<file path="src/rtl/ipsxe_floating_point_invsqrt_a2lo_norm_v1_0_if.sv">
// Valid/ready bus for the a2_lo normalisation stage: the input handshake with
// the 48-bit APM result, and the output handshake with the normalised fields.
interface ipsxe_floating_point_invsqrt_a2lo_norm_v1_0_if #(
    parameter int OUT_WIDTH = 24
);
    logic                 i_valid;
    logic                 o_ready;
    logic [47:0]          i_data;
    logic                 o_valid;
    logic                 i_ready;
    logic                 o_sign;
    logic                 o_zero;
    logic [OUT_WIDTH-1:0] o_mant;
    logic [5:0]           o_msb_pos;

    // The normaliser sits on the slave side of this bus
    modport slave (
        input  i_valid, i_data, i_ready,
        output o_ready, o_valid, o_sign, o_zero, o_mant, o_msb_pos
    );

    // Whoever feeds data in and collects results uses the master side
    modport master (
        output i_valid, i_data, i_ready,
        input  o_ready, o_valid, o_sign, o_zero, o_mant, o_msb_pos
    );
endinterface

</file>
<file path="src/rtl/ipsxe_floating_point_invsqrt_a2lo_norm_v1_0.sv">
// Normalisation of the signed 48-bit APM post-adder result (a2_lo +/- a3*y)
// for the inverse-square-root datapath. Produces the sign, the magnitude shifted
// so its leading one sits at the top bit (rounded to OUT_WIDTH bits, nearest-even),
// and the bit position of that leading one. Three register stages share a single
// enable, so the whole pipeline freezes while the output is held by the consumer.
module ipsxe_floating_point_invsqrt_a2lo_norm_v1_0 #(
    parameter int OUT_WIDTH = 24
) (
    input  logic i_clk,
    input  logic i_rst_n,
    ipsxe_floating_point_invsqrt_a2lo_norm_v1_0_if.slave bus
);

    logic                 en;

    logic                 v1;
    logic [47:0]          d1;

    logic                 sign_c;
    logic [47:0]          mag_c;
    logic [5:0]           lzc_c;
    logic [47:0]          norm_c;

    logic                 v2;
    logic                 sign2;
    logic                 zero2;
    logic [5:0]           lzc2;
    logic [47:0]          norm2;

    logic [OUT_WIDTH-1:0] m_c;
    logic                 guard_c;
    logic                 sticky_c;
    logic                 round_up_c;
    logic [OUT_WIDTH:0]   sum_c;
    logic                 carry_c;

    logic                 v3;
    logic                 sign3;
    logic                 zero3;
    logic [OUT_WIDTH-1:0] mant3;
    logic [5:0]           pos3;

    // A full output that nobody takes freezes every stage at once
    assign en          = ~v3 | bus.i_ready;
    assign bus.o_ready = en;

    assign bus.o_valid   = v3;
    assign bus.o_sign    = sign3;
    assign bus.o_zero    = zero3;
    assign bus.o_mant    = mant3;
    assign bus.o_msb_pos = pos3;

    // Stage 1: capture the raw two's-complement word and its valid bit
    always_ff @(posedge i_clk or negedge i_rst_n) begin
        if (!i_rst_n) begin
            v1 <= 1'b0;
            d1 <= '0;
        end else if (en) begin
            v1 <= bus.i_valid;
            d1 <= bus.i_data;
        end
    end

    // Absolute value, leading-zero count (48 for a zero magnitude) and left shift
    always_comb begin
        sign_c = d1[47];
        mag_c  = sign_c ? (~d1 + 48'd1) : d1;
        lzc_c  = 6'd48;
        for (int i = 0; i < 48; i++) begin
            if (mag_c[i]) begin
                lzc_c = 6'(47 - i);
            end
        end
        norm_c = mag_c << lzc_c;
    end

    // Stage 2: hold the normalised magnitude together with its sign and shift
    always_ff @(posedge i_clk or negedge i_rst_n) begin
        if (!i_rst_n) begin
            v2    <= 1'b0;
            sign2 <= 1'b0;
            zero2 <= 1'b0;
            lzc2  <= '0;
            norm2 <= '0;
        end else if (en) begin
            v2    <= v1;
            sign2 <= sign_c;
            zero2 <= (mag_c == 48'd0);
            lzc2  <= lzc_c;
            norm2 <= norm_c;
        end
    end

    // Round-to-nearest-even on the top OUT_WIDTH bits; a carry out means the
    // mantissa wrapped to 2.0, so it becomes 1.0 and the leading one moves up
    always_comb begin
        m_c        = norm2[47 -: OUT_WIDTH];
        guard_c    = norm2[47 - OUT_WIDTH];
        sticky_c   = |norm2[46 - OUT_WIDTH:0];
        round_up_c = guard_c & (sticky_c | m_c[0]);
        sum_c      = {1'b0, m_c} + {{OUT_WIDTH{1'b0}}, round_up_c};
        carry_c    = sum_c[OUT_WIDTH];
    end

    // Stage 3: output registers; a zero input reports zero with cleared fields
    always_ff @(posedge i_clk or negedge i_rst_n) begin
        if (!i_rst_n) begin
            v3    <= 1'b0;
            sign3 <= 1'b0;
            zero3 <= 1'b0;
            mant3 <= '0;
            pos3  <= '0;
        end else if (en) begin
            v3 <= v2;
            if (zero2) begin
                sign3 <= 1'b0;
                zero3 <= 1'b1;
                mant3 <= '0;
                pos3  <= '0;
            end else begin
                sign3 <= sign2;
                zero3 <= 1'b0;
                mant3 <= carry_c ? {1'b1, {(OUT_WIDTH-1){1'b0}}} : sum_c[OUT_WIDTH-1:0];
                pos3  <= 6'd47 - lzc2 + {5'd0, carry_c};
            end
        end
    end

endmodule

</file>
<file path="src/flat_wrapper.sv">
// flat-port wrapper written by rule: the top's interface ports become plain ports
module ipsxe_floating_point_invsqrt_a2lo_norm_v1_0_flat 
#(
    parameter int OUT_WIDTH = 24
)
  (i_clk, i_rst_n, bus_i_valid, bus_i_data, bus_i_ready, bus_o_ready, bus_o_valid, bus_o_sign, bus_o_zero, bus_o_mant, bus_o_msb_pos);
  ipsxe_floating_point_invsqrt_a2lo_norm_v1_0_if #(.OUT_WIDTH(OUT_WIDTH)) bus_i ();
  input  logic i_clk;
  input  logic i_rst_n;
  input wire logic [$bits(bus_i.i_valid)-1:0] bus_i_valid;
  input wire logic [$bits(bus_i.i_data)-1:0] bus_i_data;
  input wire logic [$bits(bus_i.i_ready)-1:0] bus_i_ready;
  output wire logic [$bits(bus_i.o_ready)-1:0] bus_o_ready;
  output wire logic [$bits(bus_i.o_valid)-1:0] bus_o_valid;
  output wire logic [$bits(bus_i.o_sign)-1:0] bus_o_sign;
  output wire logic [$bits(bus_i.o_zero)-1:0] bus_o_zero;
  output wire logic [$bits(bus_i.o_mant)-1:0] bus_o_mant;
  output wire logic [$bits(bus_i.o_msb_pos)-1:0] bus_o_msb_pos;
  assign bus_i.i_valid = bus_i_valid;
  assign bus_i.i_data = bus_i_data;
  assign bus_i.i_ready = bus_i_ready;
  assign bus_o_ready = bus_i.o_ready;
  assign bus_o_valid = bus_i.o_valid;
  assign bus_o_sign = bus_i.o_sign;
  assign bus_o_zero = bus_i.o_zero;
  assign bus_o_mant = bus_i.o_mant;
  assign bus_o_msb_pos = bus_i.o_msb_pos;
  ipsxe_floating_point_invsqrt_a2lo_norm_v1_0 #(.OUT_WIDTH(OUT_WIDTH)) u_core (.i_clk(i_clk), .i_rst_n(i_rst_n), .bus(bus_i));
endmodule
</file>
<file path="config.mk">
export PLATFORM = sky130hd
export DESIGN_NAME = ipsxe_floating_point_invsqrt_a2lo_norm_v1_0_flat
export DESIGN_NICKNAME = d
export VERILOG_FILES = /design/src/rtl/ipsxe_floating_point_invsqrt_a2lo_norm_v1_0_if.sv /design/src/rtl/ipsxe_floating_point_invsqrt_a2lo_norm_v1_0.sv /design/src/flat_wrapper.sv
export SDC_FILE = /design/constraint.sdc
export NUM_CORES = 1
export LEC_CHECK = 0
export ABC_CLOCK_PERIOD_IN_PS = 8600
export CAP_MARGIN = 30
export CORE_MARGIN = 4
export CORE_UTILIZATION = 50
export DETAILED_ROUTE_END_ITERATION = 8
export GPL_TIMING_DRIVEN = 0
export MAX_ROUTING_LAYER = met4
export PLACE_DENSITY = 0.79
export SETUP_SLACK_MARGIN = 0.05
export SLEW_MARGIN = 0
export SYNTH_ARGS = -nofsm -noshare
export SYNTH_HDL_FRONTEND = slang
export SYNTH_SLANG_ARGS = --single-unit
</file>
<file path="constraint.sdc">
create_clock -name i_clk -period 8.6 [get_ports i_clk]
set_input_delay 0.86 -clock i_clk [delete_from_list [all_inputs] [get_ports i_clk]]
set_output_delay 0.86 -clock i_clk [all_outputs]
set_load 0.01 [all_outputs]
</file>
Word-level counts from Yosys, hierarchy flattened

Index checks and enable logic that the tools add are counted.

Register bits after elaboration: 139
Output and inout port bits: 34
Logic and storage cells: 78

Add/subtract/negate cells: 4
Shift operators: 1
Mux-type cells: 54
Bitwise operators: 5
Reductions and logical operators: 2

Operators by type and width:

| operator                                                        | number |
|---|---|
| 6-bit two-way mux                                               | 48 |
| 48-bit by 1-bit adder with 48-bit output, second input constant | 1 |
| 48-bit zero test                                                | 1 |
| 24-bit two-way mux                                              | 2 |
| 48-bit two-way mux                                              | 1 |
| 48-bit inverter                                                 | 1 |
| 48-bit by 6-bit << shifter with 48-bit output                   | 1 |
| 24-bit by 1-bit adder with 25-bit output                        | 1 |
| 23-bit OR reduction                                             | 1 |
| 6-bit by 1-bit adder with 6-bit output                          | 1 |
| 6-bit subtractor, first input constant                          | 1 |
| 5-bit two-way mux                                               | 1 |
| 1-bit two-way mux                                               | 2 |
| 1-bit OR                                                        | 2 |
| 1-bit bitwise AND                                               | 1 |
| 1-bit inverter                                                  | 1 |

Depth between registers and ports, before layout

Depth in word-level cells: 52
Mapped depth: 22

Worst setup path after synthesis

OpenSTA, ideal clock, no wires.

Path kind: register to register
Start point: register u_core.d1[0]
End point: register u_core.norm2[45]
Library setup time: 124 ps
Arrival: 4191 ps
Required time: 8476 ps
Setup slack: 4285 ps
Stages on the path, launching flop included: 18
Buffers on the path: 1
Period minus slack after synthesis: 4315 ps
Path through: dfrtp_1 -> clkbuf_1 -> inv_1 -> ha_1 -> or3b_2 -> nand2_1 -> xnor2_1 -> a21boi_0 -> o32ai_1 -> a311o_1 -> a211o_1 -> a211o_2 -> nand2_1 -> mux2i_1 -> o221ai_1 -> a221oi_2 -> o2111ai_1 -> a211o_1

Word-level cells in the longest chain between the ends: 52

Ends and longest elaborated chain:

| element                                         | RTL line                                          | text |
|---|---|---|
| from (decl)                                     | ipsxe_floating_point_invsqrt_a2lo_norm_v1_0.sv:17 | `logic [47:0] d1;` |
| from (signal assigned)                          | ipsxe_floating_point_invsqrt_a2lo_norm_v1_0.sv:60 | `d1 <= bus.i_data;` |
| 48-bit inverter                                 | ipsxe_floating_point_invsqrt_a2lo_norm_v1_0.sv:67 | `mag_c = sign_c ? (~d1 + 48'd1) : d1;` |
| 48-bit by 1-bit adder with 48-bit output        | ipsxe_floating_point_invsqrt_a2lo_norm_v1_0.sv:67 |  |
| 48-bit two-way mux *                            | ipsxe_floating_point_invsqrt_a2lo_norm_v1_0.sv:67 |  |
| 5-bit two-way mux                               | ipsxe_floating_point_invsqrt_a2lo_norm_v1_0.sv:70 | `if (mag_c[i]) begin` |
| 6-bit two-way mux (47 in series)                | ipsxe_floating_point_invsqrt_a2lo_norm_v1_0.sv:70 |  |
| 48-bit by 6-bit << shifter with 48-bit output * | ipsxe_floating_point_invsqrt_a2lo_norm_v1_0.sv:74 | `norm_c = mag_c << lzc_c;` |
| to (signal assigned)                            | ipsxe_floating_point_invsqrt_a2lo_norm_v1_0.sv:90 | `norm2 <= norm_c;` |
| to (decl)                                       | ipsxe_floating_point_invsqrt_a2lo_norm_v1_0.sv:28 | `logic [47:0] norm2;` |

Mark *: on every way between the ends. The rest lies on a longest branch, timed or not.
A chain may end at the register's enable or synchronous reset.

Final worst setup path

Start point: register u_core.d1[0]
End point: register u_core.norm2[16]

Same word-level chain as after synthesis.

==> impl_metrics.tcl <==
set metrics [dict create \
    synth_top_area_share_pct 29.2 \
    die_h_um 162 \
    drc 2 \
    fin_nets 1712 \
    post_cts_buffers 0 \
    grt_max_degree 77 \
    cts_buffers 17 \
    synth_flop_cell "dfrtp_1" \
    io_pins 86 \
    firstDrtPassIters 9 \
    cts.sinks 139 \
    max_freq_mhz 145 \
    powerDensity_mw_per_mm2 390 \
    fin_ws_ns 1.70 \
    finalWirelength_um 53000 \
    grtUsageTotal_pct 41.0 \
    layout_commonest_cell "nand2_1" \
    cp-start-kind "flip-flop" \
    yosysSeqAreaShare_pct 29.2 \
    path_cells "clkbuf_1, inv_1, ha_1, clkbuf_1, nand4_2, buf_2, nor4_1, mux2i_1, o211ai_1, o211ai_1, nor4_1, o21a_1, nor2_1, clkbuf_1, a32oi_1, mux2i_1, a22oi_1, o21ai_0" \
    hold_class "in -> async" \
    finalPower_mw 5.41 \
    num_rows 56 \
    cp_max_fo 10 \
    regArea_sq_mm 0.00348 \
    post_drt_wl_per_cell_um 26.7 \
    required_ns 8.91 \
    syn_area_sq_mm 0.0119 \
    gr-total-overflow 0 \
    clock_skew_ns 0.0225 \
    clock_latency_ns 0.46 \
    synth_cell_types 98 \
    area_growth_pct 16.2 \
    place_congestion 1.10 \
    post-place-ws_ns 2.15 \
    hold_viol_final 0 \
    irDropWorstVdd_v 0.000163 \
    grt_pass1_wl_um 80200 \
    status "finished, violations left" \
    maxCapViolCount 0 \
    rsz0062_at_grt "false" \
    drive_above_1_share_pct 7.97 \
    cts_max_level 4 \
    post-route-period-util_pct 80.2 \
    grt_pass1_vias 12900 \
    dieArea_sq_mm 0.0264 \
    async_reset_ff_share_pct 100 \
    worst_pin_slew_ns 1.14 \
    design.core.area_sq_mm 0.0235 \
    cts_tree "yes" \
    antenna_found_initial 1 \
    final_area_sq_mm 0.0139 \
    dpl-instance-area_sq_mm 0.0132 \
    cts_buffer_depth 2 \
    via_per_inst 6.79 \
    drtAntennaViolNets 0 \
    leakage_nw 5.51 \
    max_slew_margin_pct 23.4 \
    syn-num-nets 1605 \
    hpwl_um 41100 \
    tns_ns 0 \
    fill_cells 2192 \
    cpPeakStageDelay_ns 0.95 \
    die_x_um 162 \
    final_core_util_pct 59.0 \
    clkTransAtPathRegs_ns 0.08 \
    yosysWarnings 0 \
    crit_arrival_ns 7.20 \
    r2r_slack_ns 1.70 \
    period_needed_ns 6.90 \
    synth_edf_count 0 \
    violations "design-rule violations" \
    syn-instance-count 1548 \
    crit_path_top_delay_cell "a32oi_1" \
    yosys.area.top_type "dfrtp_1" \
    yosys-top-cells-area "dfrtp_1 (29%), nand2_1 (9.5%), mux2i_1 (4.6%)" \
    holdBufCountCts 0 \
    cpMostUsedCell "clkbuf_1" \
    start_util_pct 50.8 \
    worstSetupPathType "reg -> reg" \
    numPortBuffers 85 \
    worst_setup_path_end_kind "flip-flop" \
    syn_area_per_cell_sq_um 7.70 \
    cts-root-buf "clkbuf_16" \
    maxSlewViolCount 0 \
    layout_common_cells "nand2_1 (302), dfrtp_1 (139), nor2_1 (109)" \
    multi_input_area_sq_mm 0.00778 \
    drt_iter0_markers 1726 \
    vias 13500 \
    setup_viol 0 \
    post_cts_resize_count 0 \
    synth_seq_cells 139 \
]
==> cells in the mapped netlist, drive strengths merged, types with 8 or more instances <==
cell,count
nand2,302
dfrtp,139
o21ai,118
nor2,110
clkbuf,89
a21oi,69
mux2i,55
buf,43
nand3,43
nor3,39
xnor2,39
xor2,33
a22oi,26
a32oi,26
nor4,26
o211ai,24
inv,22
nand4,20
o31ai,19
and3,18
a22o,17
a31oi,16
or2,14
a211oi,13
o32ai,13
and2,12
mux2,12
o22ai,12
or3,12
a211o,11
a21boi,10
a221oi,10
o221ai,10
or4,10
nand2b,8
nor2b,8
o41ai,8
==> final timing paths <==
kind,start,endpoint,cells past startpoint
worst max-delay path,u_core.d1[0],u_core.norm2[16],18
worst min-delay path,i_rst_n,u_core.norm2[15],1
worst max register to register,u_core.d1[0],u_core.norm2[16],18
worst min register to register,u_core.bus.o_msb_pos[1],u_core.bus.o_msb_pos[1],2
min in group i_clk,u_core.bus.o_msb_pos[1],u_core.bus.o_msb_pos[1],2
max in group asynchronous,i_rst_n,u_core.d1[35],2
==> final cells by class <==
class                   count  share of cell area (%)
inverters                  23                   0.623
plain buffers             132                    4.24
multi-input cells        1254                    56.1
clock inverters            15                    1.44
well taps                 319                    2.88
clock buffers              17                    3.07
repair buffers             88                    6.49
flip-flops and latches    139                    25.1
diodes                      1                  0.0181
==> cells by family after synthesis <==
| kind of cell | after synthesis | share of synthesized area [%] |
|---|---|---|
| multiplexers | 69 | 6.13 |
| XOR/XNOR | 72 | 5.29 |
| flip-flops | 139 | 29.2 |
| buffers and inverters | 155 | 5.66 |
| AND/OR/NAND/NOR | 644 | 25.5 |
| adder cells (fa/ha/maj) | 5 | 0.525 |
| AO/OA/AOI/OAI | 464 | 27.7 |
==> flip-flops by register name, indices dropped and copies added (netlist names) <==
| signal | count |
|---|---|
| u_core.v2 | 1 |
| u_core.v1 | 1 |
| u_core.lzc2 | 6 |
| u_core.bus.o_zero | 1 |
| u_core.bus.o_msb_pos | 6 |
| u_core.bus.o_sign | 1 |
| u_core.zero2 | 1 |
| u_core.bus.o_valid | 1 |
| u_core.norm2 | 48 |
| u_core.d1 | 48 |
| u_core.sign2 | 1 |
| u_core.bus.o_mant | 24 |
==> through the flow <==
stage          hold WS, ns  instances
2_1_floorplan        0.430       1548
3_3_place_gp         0.446       1952
3_5_place_dp         0.457       1955
4_1_cts              0.407       1987
5_1_grt              0.446       1988
6_report             0.384       1988
==> worst max-delay path: cells and delay by family, from the launching register on <==
kind | cells | cell delay, ns
buffers and inverters | 5 | 1.60
AO/OA/AOI/OAI | 6 | 2.37
AND/OR/NAND/NOR | 4 | 1.43
multiplexers | 2 | 0.64
flip-flops | 1 | 0.37
adder cells (fa/ha/maj) | 1 | 0.33
==> layer usage <==
layer / vias up / part of all wire (%) / GRT usage (%) / routed length, um
met1: 6424 / 36 / 47.8 / 19300
met3: 236 / 9.4 / 8.00 / 4990
met5: - / 0 / - / 0
met2: 903 / 46 / 65.0 / 24500
met4: 0 / 8.0 / 26.5 / 4230
li1: 5935 / - / - / -
==> report_power, final <==
part	internal [mW]	leakage (nW)	switching (mW)
Sequential	0.904	1.68	0.209
Combinational	1.18	3.53	2.29
Clock	0.447	0.307	0.386
Total	2.53	5.51	2.88
Power figures use the tool's default switching activity.
